`config.mk`:
```
export PLATFORM = sky130hd
export DESIGN_NAME = wb_furcula_bridge
export DESIGN_NICKNAME = d
export VERILOG_FILES = /design/src/rtl/wb_furcula_bridge.sv
export SDC_FILE = /design/constraint.sdc
export NUM_CORES = 1
export LEC_CHECK = 0
export ABC_CLOCK_PERIOD_IN_PS = 44400
export CORE_ASPECT_RATIO = 2
export CORE_MARGIN = 2
export CORE_UTILIZATION = 40
export CTS_BUF_LIST = sky130_fd_sc_hd__clkbuf_4 sky130_fd_sc_hd__clkbuf_8
export CTS_CLUSTER_SIZE = 40
export DETAILED_ROUTE_END_ITERATION = 12
export PLACE_DENSITY_LB_ADDON = 0.2
export REMOVE_ABC_BUFFERS = 1
export SLEW_MARGIN = 10
export SYNTH_ARGS = -nofsm -noshare
export SYNTH_HDL_FRONTEND = slang
export SYNTH_SLANG_ARGS = --single-unit
```
`constraint.sdc`:
```
create_clock -name clk_i -period 44.4 [get_ports clk_i]
set_input_delay 13.32 -clock clk_i [delete_from_list [all_inputs] [get_ports clk_i]]
set_output_delay 13.32 -clock clk_i [all_outputs]
set_load 0.005 [all_outputs]
```
`src/rtl/wb_furcula_bridge.sv`:
```
// ---------------------------------------------------------------------------
// wb_furcula_bridge
//
// Purpose:
//   Inbound bridge from a classic 64-bit Wishbone slave port to a Furcula
//   master port. One Wishbone cycle with an arbitrary byte-lane select is
//   split into naturally aligned, maximally sized Furcula beats (byte, hword,
//   word, dword) that are issued one after another. The Wishbone master is
//   acknowledged exactly once, after the last beat has been acknowledged.
//
// Ports:
//   clk_i, reset_i        - rising-edge clock, asynchronous active-high reset
//   wbs_cyc_i/stb_i/we_i  - Wishbone cycle, strobe, write enable
//   wbs_adr_i [AW]        - Wishbone byte address (bits [2:0] not meaningful)
//   wbs_sel_i [8]         - lane select, bit n covers data bits [8n+7:8n]
//   wbs_dat_i [64]        - lane-positioned write data
//   wbs_dat_o [64]        - lane-positioned read data, unselected lanes 0
//   wbs_ack_o             - single-cycle Wishbone termination
//   f_cyc_o/stb_o/we_o    - Furcula cycle, strobe, write enable
//   f_adr_o [AW]          - beat address, aligned to the beat size
//   f_siz_o [2]           - beat size: 00 byte, 01 hword, 10 word, 11 dword
//   f_signed_o            - always 0, reads are zero-extended
//   f_dat_o [64]          - right-justified write data, zero above beat size
//   f_dat_i [64]          - right-justified read data
//   f_ack_i               - beat termination
// ---------------------------------------------------------------------------
module wb_furcula_bridge #(
  parameter int AW = 64
) (
  input  logic          clk_i,
  input  logic          reset_i,
  input  logic          wbs_cyc_i,
  input  logic          wbs_stb_i,
  input  logic          wbs_we_i,
  input  logic [AW-1:0] wbs_adr_i,
  input  logic [7:0]    wbs_sel_i,
  input  logic [63:0]   wbs_dat_i,
  output logic [63:0]   wbs_dat_o,
  output logic          wbs_ack_o,
  output logic          f_cyc_o,
  output logic          f_stb_o,
  output logic          f_we_o,
  output logic [AW-1:0] f_adr_o,
  output logic [1:0]    f_siz_o,
  output logic          f_signed_o,
  output logic [63:0]   f_dat_o,
  input  logic [63:0]   f_dat_i,
  input  logic          f_ack_i
);

  typedef enum logic [1:0] {
    IDLE = 2'd0,
    XFER = 2'd1,
    DONE = 2'd2
  } state_t;

  // One Furcula beat: lowest lane covered, size code and the lanes it covers.
  typedef struct packed {
    logic [2:0] lane;
    logic [1:0] siz;
    logic [7:0] mask;
  } beat_t;

  localparam logic [1:0] SIZ_BYTE  = 2'b00;
  localparam logic [1:0] SIZ_HWORD = 2'b01;
  localparam logic [1:0] SIZ_WORD  = 2'b10;
  localparam logic [1:0] SIZ_DWORD = 2'b11;

  // Largest naturally aligned beat starting at the lowest remaining lane.
  // A wider beat is only taken when every lane it covers is still wanted,
  // so unselected lanes are never touched on the Furcula side.
  function automatic beat_t pickBeat(input logic [7:0] rem);
    beat_t      b;
    logic [7:0] above;
    b.lane = 3'd0;
    for (int i = 7; i >= 0; i--) begin
      if (rem[i]) b.lane = 3'(i);
    end
    above = rem >> b.lane;
    if (b.lane == 3'd0 && rem == 8'hFF) begin
      b.siz  = SIZ_DWORD;
      b.mask = 8'hFF;
    end else if (b.lane[1:0] == 2'b00 && above[3:0] == 4'hF) begin
      b.siz  = SIZ_WORD;
      b.mask = 8'h0F << b.lane;
    end else if (b.lane[0] == 1'b0 && above[1:0] == 2'b11) begin
      b.siz  = SIZ_HWORD;
      b.mask = 8'h03 << b.lane;
    end else begin
      b.siz  = SIZ_BYTE;
      b.mask = 8'h01 << b.lane;
    end
    return b;
  endfunction

  function automatic logic [63:0] sizeMask(input logic [1:0] siz);
    logic [63:0] m;
    case (siz)
      SIZ_BYTE:  m = 64'h0000_0000_0000_00FF;
      SIZ_HWORD: m = 64'h0000_0000_0000_FFFF;
      SIZ_WORD:  m = 64'h0000_0000_FFFF_FFFF;
      default:   m = '1;
    endcase
    return m;
  endfunction

  // Lane-positioned data -> right-justified beat data.
  function automatic logic [63:0] extractBeat(input logic [63:0] lanes,
                                              input beat_t       b);
    return (lanes >> {b.lane, 3'b000}) & sizeMask(b.siz);
  endfunction

  // Right-justified read data -> merged into its lanes of the read buffer.
  function automatic logic [63:0] mergeBeat(input logic [63:0] rbuf,
                                            input logic [63:0] rdata,
                                            input beat_t       b);
    logic [63:0] laneBits;
    laneBits = sizeMask(b.siz) << {b.lane, 3'b000};
    return (rbuf & ~laneBits) | ((rdata & sizeMask(b.siz)) << {b.lane, 3'b000});
  endfunction

  state_t         state_q, state_d;
  logic [AW-4:0]  adrHi_q, adrHi_d;
  logic           we_q, we_d;
  logic [63:0]    wdat_q, wdat_d;
  logic [7:0]     rem_q, rem_d;
  logic [63:0]    rbuf_q, rbuf_d;
  logic           abort_q, abort_d;
  logic           fCyc_q, fCyc_d;
  logic           fStb_q, fStb_d;
  logic           fWe_q, fWe_d;
  logic [AW-1:0]  fAdr_q, fAdr_d;
  logic [1:0]     fSiz_q, fSiz_d;
  logic [63:0]    fDat_q, fDat_d;
  logic           wbsAck_q, wbsAck_d;
  logic [63:0]    wbsDat_q, wbsDat_d;

  beat_t          curBeat;
  beat_t          launchBeat;
  logic [7:0]     remAfter;
  logic [7:0]     launchRem;
  logic [63:0]    launchLanes;
  logic [AW-4:0]  launchHi;
  logic [63:0]    rbufAfter;
  logic           abortNow;
  logic [2:0]     unusedAdrLow;
  logic [7:0]     unusedLaunchMask;

  // The beat in flight is always derived from the lanes still outstanding;
  // rem only changes on an acknowledged beat, so this stays stable in XFER.
  assign curBeat   = pickBeat(rem_q);
  assign remAfter  = rem_q & ~curBeat.mask;
  assign rbufAfter = we_q ? rbuf_q : mergeBeat(rbuf_q, f_dat_i, curBeat);
  assign abortNow  = abort_q | ~wbs_cyc_i;

  // A new beat is launched either straight from the incoming request (IDLE)
  // or from the latched request once the previous beat is acknowledged.
  assign launchRem   = (state_q == IDLE) ? wbs_sel_i : remAfter;
  assign launchLanes = (state_q == IDLE) ? wbs_dat_i : wdat_q;
  assign launchHi    = (state_q == IDLE) ? wbs_adr_i[AW-1:3] : adrHi_q;
  assign launchBeat  = pickBeat(launchRem);

  // Lane position comes from sel on a 64-bit bus; the launch mask is
  // recomputed from rem once the beat is in flight.
  assign unusedAdrLow     = wbs_adr_i[2:0];
  assign unusedLaunchMask = launchBeat.mask;

  // Next-state and output logic: IDLE latches a request and launches the
  // first beat, XFER walks the remaining lanes one acknowledged beat at a
  // time, DONE holds the single Wishbone acknowledge.
  always_comb begin
    state_d  = state_q;
    adrHi_d  = adrHi_q;
    we_d     = we_q;
    wdat_d   = wdat_q;
    rem_d    = rem_q;
    rbuf_d   = rbuf_q;
    abort_d  = abort_q;
    fCyc_d   = fCyc_q;
    fStb_d   = fStb_q;
    fWe_d    = fWe_q;
    fAdr_d   = fAdr_q;
    fSiz_d   = fSiz_q;
    fDat_d   = fDat_q;
    wbsAck_d = wbsAck_q;
    wbsDat_d = wbsDat_q;

    unique case (state_q)
      IDLE: begin
        if (wbs_cyc_i && wbs_stb_i && !wbsAck_q) begin
          adrHi_d = wbs_adr_i[AW-1:3];
          we_d    = wbs_we_i;
          wdat_d  = wbs_dat_i;
          rem_d   = wbs_sel_i;
          rbuf_d  = '0;
          abort_d = 1'b0;
          if (wbs_sel_i == 8'h00) begin
            // Nothing to move: acknowledge without touching Furcula.
            state_d  = DONE;
            wbsAck_d = 1'b1;
            wbsDat_d = '0;
          end else begin
            state_d = XFER;
            fCyc_d  = 1'b1;
            fStb_d  = 1'b1;
            fWe_d   = wbs_we_i;
            fAdr_d  = {launchHi, launchBeat.lane};
            fSiz_d  = launchBeat.siz;
            fDat_d  = extractBeat(launchLanes, launchBeat);
          end
        end
      end

      XFER: begin
        // Remember a dropped cycle so the abort still happens even if the
        // master raises cyc again before the in-flight beat is acknowledged.
        if (!wbs_cyc_i) abort_d = 1'b1;
        if (f_ack_i) begin
          rem_d  = remAfter;
          rbuf_d = rbufAfter;
          if (abortNow || remAfter == 8'h00) begin
            fCyc_d = 1'b0;
            fStb_d = 1'b0;
            fWe_d  = 1'b0;
            fAdr_d = '0;
            fSiz_d = 2'b00;
            fDat_d = '0;
          end
          if (abortNow) begin
            state_d = IDLE;
            abort_d = 1'b0;
            rem_d   = '0;
          end else if (remAfter == 8'h00) begin
            state_d  = DONE;
            wbsAck_d = 1'b1;
            wbsDat_d = we_q ? 64'h0 : rbufAfter;
          end else begin
            fAdr_d = {launchHi, launchBeat.lane};
            fSiz_d = launchBeat.siz;
            fDat_d = extractBeat(launchLanes, launchBeat);
          end
        end
      end

      DONE: begin
        state_d  = IDLE;
        wbsAck_d = 1'b0;
        wbsDat_d = '0;
      end

      default: begin
        state_d = IDLE;
      end
    endcase
  end

  // State and output registers; reset abandons any in-flight beat.
  always_ff @(posedge clk_i or posedge reset_i) begin
    if (reset_i) begin
      state_q  <= IDLE;
      adrHi_q  <= '0;
      we_q     <= 1'b0;
      wdat_q   <= '0;
      rem_q    <= '0;
      rbuf_q   <= '0;
      abort_q  <= 1'b0;
      fCyc_q   <= 1'b0;
      fStb_q   <= 1'b0;
      fWe_q    <= 1'b0;
      fAdr_q   <= '0;
      fSiz_q   <= 2'b00;
      fDat_q   <= '0;
      wbsAck_q <= 1'b0;
      wbsDat_q <= '0;
    end else begin
      state_q  <= state_d;
      adrHi_q  <= adrHi_d;
      we_q     <= we_d;
      wdat_q   <= wdat_d;
      rem_q    <= rem_d;
      rbuf_q   <= rbuf_d;
      abort_q  <= abort_d;
      fCyc_q   <= fCyc_d;
      fStb_q   <= fStb_d;
      fWe_q    <= fWe_d;
      fAdr_q   <= fAdr_d;
      fSiz_q   <= fSiz_d;
      fDat_q   <= fDat_d;
      wbsAck_q <= wbsAck_d;
      wbsDat_q <= wbsDat_d;
    end
  end

  assign wbs_ack_o  = wbsAck_q;
  assign wbs_dat_o  = wbsDat_q;
  assign f_cyc_o    = fCyc_q;
  assign f_stb_o    = fStb_q;
  assign f_we_o     = fWe_q;
  assign f_adr_o    = fAdr_q;
  assign f_siz_o    = fSiz_q;
  assign f_dat_o    = fDat_q;
  assign f_signed_o = 1'b0;

endmodule

```
; Yosys cells after proc, flatten, opt, wreduce, memory -nomap -nowiden
; Index checks and enable logic that the tools add are counted.
[word_totals]
ramBits = 0
n_memories = 0
wordCells = 180
out_inout_bits = 199
latch_bits = 0
romBits = 0
reg_bits = 398
input_bits = 206
[op_classes]
mul = 0
reduce_logical = 28
eq_ne = 20
magnitude_cmp = 0
n_div = 0
add_sub_neg = 0
muxes = 95
n_shift = 11
bitwise = 12
[op_table]
columns = cell, count
row1 = $mux 64, 29
row2 = $pmux 64 s3, 3
row3 = $pmux 64 s2, 3
row4 = $and 64x64->64, 4
row5 = $shl 64x6->64, 2
row6 = $not 64->64, 1
row7 = $or 64x64->64, 1
row8 = $shr 64x6->64, 1
row9 = $mux 61, 1
row10 = $mux 3, 16
row11 = $mux 10, 4
row12 = $mux 8, 4
row13 = $mux 2, 11
row14 = $mux 9, 2
row15 = $eq 8x8->1 const B, 2
row16 = $logic_not 8->1, 2
row17 = $pmux 8 s2, 1
row18 = $shl 1x3->8 const A, 2
row19 = $shl 2x3->8 const A, 2
row20 = $shl 4x3->8 const A, 2
row21 = $shr 8x3->4, 2
row22 = $mux 1, 15
row23 = $eq 2x2->1 const B, 5
row24 = $logic_not 2->1, 5
row25 = 23 further kinds, 46

; Logic depth before layout (Yosys ltp)
[logic_depth]
word_depth = 42
ltp_mapped = 15
depth_no_buf = 10

; Worst setup path after synthesis
; OpenSTA, ideal clock, no wires.
[synth_path]
kind = input -> register
from = in wbs_sel_i[0]
to = reg fDat_q[2], in the netlist f_dat_o[2]
required_ps = 44257
path_slack_ps = 28760
setup_time_ps = 143
cell_stages = 12
arrival_time_ps = 15497
path_buffers = 2
cell_sequence = clkbuf_1 > nor3_1 > o21ai_0 > o211a_1 > or2_2 > o22ai_1 > a211oi_2 > buf_6 > mux4_2 > mux2_2 > nand3_1 > o311ai_1
[synth_via]
elab_chain_cells = 8
word_cells_on_any_way = 14
classes_between = eq/ne (1) / shift (1) / mux (8) / bitwise (2) / reduce/logical (2)
[synth_rtl]
columns = element, line
row1 = from (decl), 36  ; input logic [7:0] wbs_sel_i,
row2 = $mux 8, 158  ; assign launchRem = (state_q == IDLE) ? wbs_sel_i : remAfter;
row3 = $mux 3, 77  ; if (rem[i]) b.lane = 3'(i);
row4 = $shr 64x6->64, 110  ; return (lanes >> {b.lane, 3'b000}) & sizeMask(b.siz);
row5 = $and 64x64->64, 110
row6 = $mux 64, 233  ; end else if (remAfter == 8'h00) begin
row7 = $mux 64, 229  ; if (abortNow) begin
row8 = $mux 64, 218  ; if (f_ack_i) begin
row9 = $pmux 64 s2, 188  ; unique case (state_q)
row10 = to (signal assigned), 288  ; fDat_q <= fDat_d;
row11 = to (decl), 134  ; logic [63:0] fDat_q, fDat_d;
; Several ways; a longest one is shown, not always the timed one. The select of a mux whose other input is x is not followed.
; A chain may end at the register's enable or synchronous reset.

; Final worst setup path
[layout_path]
from = in wbs_sel_i[0]
to = reg fDat_q[23], in the netlist f_dat_o[23]
[layout_via]
elab_chain_cells = 19
word_cells_on_any_way = 38
classes_between = eq/ne (6) / shift (2) / mux (19) / bitwise (3) / reduce/logical (8)
[layout_rtl]
columns = element, line
row1 = $mux 8, 158
row2 = $mux 3, 77
row3 = $shr 8x3->4, 79  ; above = rem >> b.lane;
row4 = $eq 2x2->1, 86  ; end else if (b.lane[0] == 1'b0 && above[1:0] == 2'b11) begin
row5 = $logic_and 1x1->1, 86
row6 = $mux 9, 86
row7 = $mux 10, 83  ; end else if (b.lane[1:0] == 2'b00 && above[3:0] == 4'hF) begin
row8 = $mux 10, 80  ; if (b.lane == 3'd0 && rem == 8'hFF) begin
row9 = [... 3 more ...], --
row10 = $mux 64, 229
row11 = $mux 64, 218
row12 = $mux 64, 188
row13 = $and 64x64->64, 110
row14 = $mux 64, 233
row15 = $mux 64, 229
row16 = $mux 64, 218
row17 = $pmux 64 s2, 188
; Several ways; a longest one is shown, not always the timed one. The select of a mux whose other input is x is not followed.

==> summary.txt <==
Floorplanning
  • Num ports: 405
  • Die area: 0.0518 mm²
  • Row cnt: 115
  • Core Box Area: 0.0492 mm²
  • Initial core utilization: 40.5%
  • Chip Height: 320 µm
  • Die width: 162 µm

Clocking
  • H-tree Lvls: 2
  • Clock latency on the worst-skew pair: 0.66 ns
  • CTS tree: built
  • Maximum buffer depth of the clock tree: 3
  • CTS clock-pin slew for the worst setup and hold paths: 0.07 ns
  • Root buffer cell: clkbuf_8
  • # clock sinks: 398
  • Hold Buf Count CTS: 0
  • Post-CTS Setup Inserts: 0
  • Gates resized, CTS repair: 0
  • Cts bufs inserted: 58

Timing
  • Post-route minimum period: 16.58 ns
  • Worst-Margin Slew: 1.15 ns
  • Crit share post-route: 37.3%
  • Skew final: 0.0328 ns
  • Worst slew margin: 23.7%
  • FMAX: 60.3 MHz
  • Setup TNS: 0 ns
  • RSZ-0062 raised after global routing: false
  • Final setup vio count: 0
  • Final hold vios: 0
  • Final Slew Violations: 0

Pwr
  • Combinational power share: 7.3%
  • Leakage: 0.0119 µW
  • Psw: 181 µW
  • Sw frac: 24.4%
  • Pwr Density: 29.1 mW/mm²
  • Int Power: 562 µW
  • Peak VDD IR: 0.0264 mV
  • Clock power share: 44.0%
  • Sequential cell fraction of total power: 48.8%

Place
  • GP Congestion: 0.884
  • Final HPWL DP: 47.6 mm
  • Port Buffers: 400
  • Placed Area: 0.0243 mm²

Job
  • Max cap viols: 0

Cells and area
  • Layout cells sized above 1: 9.16%
  • Final nets: 2,638
  • Syn-to-layout area delta: 28.3%
  • Design area: 0.0256 mm²
  • Fill cells: 4,576

Yosys
  • Syn_area_per_cell: 9.41 µm²
  • Syn Inst Count: 2,118
  • Top cells by area, synth: dfrtp_1 (50%), nand2_1 (14%), mux4_2 (6.6%)
  • Main flop type after synthesis: dfrtp_1
  • Share of the synthesized area in the top cell type: 49.9%
  • Synthesized area: 0.0199 mm²
  • Biggest area consumer among synthesized cells: dfrtp_1
  • Ys async rst share: 100%
  • Yosys cell types: 74
  • Sequential area share after synthesis: 49.9%
  • Post-synth EDFFs: 0
  • Seq cells post-synth: 398
  • Synth warn: 0

Worst setup path
  • R2r endpoint: f_dat_o[3]
  • Startpoint Class: input port
  • Reg2Reg Launch Point: rem_q[3]
  • Critical Path End: f_dat_o[23]
  • Crit Path Max Fanout: 64
  • Reg2Reg Setup Slack: 39.20 ns
  • Worst EP arrival: 17.13 ns
  • Max stage delay on crit path: 0.82 ns
  • Crit-path slowest cell: a2111oi_4
  • CP startpoint: wbs_sel_i[0]
  • Req. time, crit path: 44.95 ns
  • Critical Path, Cell by Cell: clkdlybuf4s50_1, nor3_1, o21ai_0, o211a_1, or2_2, o22ai_1, a211oi_4, buf_4, o211ai_2, a2111oi_4, a32oi_1, o21ai_1
  • Crit Path Class: in -> reg
  • Worst R2R Path Depth: 10
  • Crit. End Element: register

Global routing
  • Largest net degree at the start of global routing: 163
  • Total track usage: 26.3%
  • Gr ovfl total: 0
  • First-pass GRT wire length: 106 mm
  • Initial antenna violation count: 4
  • Vias in the first global route: 17,966

Route
  • Routed len/inst: 22.0 µm
  • DRC Markers: 0
  • Pre-antenna DRT Iters: 6
  • Vias per Instance: 5.64
  • Total number of vias: 17,609
  • Post-route antenna net violation count: 0
  • Initial DRC Count: 1,316
  • Post-Route WL: 68.7 mm

Min path
  • Beginning of the worst hold path: rbuf_q[44]
  • Worst hold path class: reg -> reg

Run status
  • Status: finished clean
[stage by stage]
stage | power [µW] | utilization [%] | worst slack, ns | hold WS [ns] | cells
global route | 770 | 52.0 | 27.63 | 0.490 | 3123
global placement | 423 | 49.4 | 27.27 | 0.449 | 3015
floorplan | 393 | - | 20.01 | 0.439 | 1951
CTS | 753 | 52.0 | 27.87 | 0.471 | 3121
finish | 744 | 52.0 | 27.82 | 0.469 | 3123
detailed placement | 424 | 49.4 | 27.19 | 0.456 | 3015
[per-layer routing]
metal	up-vias	share of wire [%]	global-route usage (%)
li1	8040	-	-
met1	8699	35	28.8
met2	699	51	46.3
met3	167	8.4	7.44
met4	4	5.3	12.9
met5	-	0.049	0
[flip-flops by register name, indices dropped and copies added, names as in the netlist]
register	flops
wbs_ack_o	1
we_q	1
f_siz_o	2
f_stb_o	1
adrHi_q	61
f_dat_o	64
f_we_o	1
rbuf_q	64
abort_q	1
wdat_q	64
rem_q	8
state_q	2
f_adr_o	64
wbs_dat_o	64
[cell usage after synthesis, types with 14 or more instances]
cell / n
nand3_1: 17
buf_2: 22
nor2_1: 68
mux2i_1: 74
a22oi_1: 27
nand2_1: 743
o21ai_0: 171
o21ai_1: 20
buf_1: 14
clkbuf_1: 117
mux4_2: 58
a22o_1: 46
a21oi_1: 54
dfrtp_1: 398
a21o_1: 27
o31ai_1: 36
[power by group through the flow]
stage	registers [µW]	clock network [µW]	logic, µW
2_1_floorplan	370	0	23.8
3_3_place_gp	369	0	53.6
3_5_place_dp	369	0	54.5
4_1_cts	363	335	54.7
5_1_grt	362	349	58.7
6_report	363	327	54.1
[final cells by class]
type / count / area (µm²) / share of cell area [%]
well taps: 643 / 805 / 3.15
clock inverters: 14 / 108 / 0.421
clock buffers: 92 / 1170 / 4.56
inverters: 6 / 30.0 / 0.117
flip-flops and latches: 398 / 9960 / 38.9
repair buffers: 421 / 4190 / 16.4
multi-input cells: 1547 / 9320 / 36.4
diodes: 2 / 5.00 / 0.0196
[worst min path at each step]
stage / to / slack [ns] / depth (start not counted)
4_1_cts: rbuf_q[45] / 0.47 / 2
6_report: rbuf_q[44] / 0.47 / 2
3_5_place_dp: rbuf_q[45] / 0.46 / 2
5_1_grt: wdat_q[4] / 0.49 / 2
2_1_floorplan: rbuf_q[40] / 0.44 / 2
3_3_place_gp: rbuf_q[40] / 0.45 / 2
[critical path: cells and delay by family]
kind | cells | cell delay (ns)
simple gates | 2 | 0.22
compound gates | 8 | 2.13
buf+inv | 2 | 1.44
[layout by cell type (no fill, tap or decap), types with 12 or more instances in the layout]
cell type,count
nand2_1,741
clkdlybuf4s50_1,400
dfrtp_1,397
o21ai_0,171
clkbuf_8,76
mux2i_1,74
nor2_1,66
mux4_2,58
a21oi_1,53
a22o_1,46
o31ai_1,35
a21o_1,27
a22oi_1,27
o21ai_1,19
buf_4,19
nand3_1,17
clkbuf_4,16
o41ai_1,13
nand2b_1,12
[logic make-up (layout without fill, tap and decap cells)]
family          count (synthesis)  after routing  share of synthesized area [%]
flops                         398            398                           49.9
buf+inv                       173            533                           3.82
mux                           134            134                           10.4
simple gates                  903            903                           18.3
compound gates                509            509                           17.6
other cells                     1              3                         0.0188
Note: power is estimated with default switching activity, not from simulation.
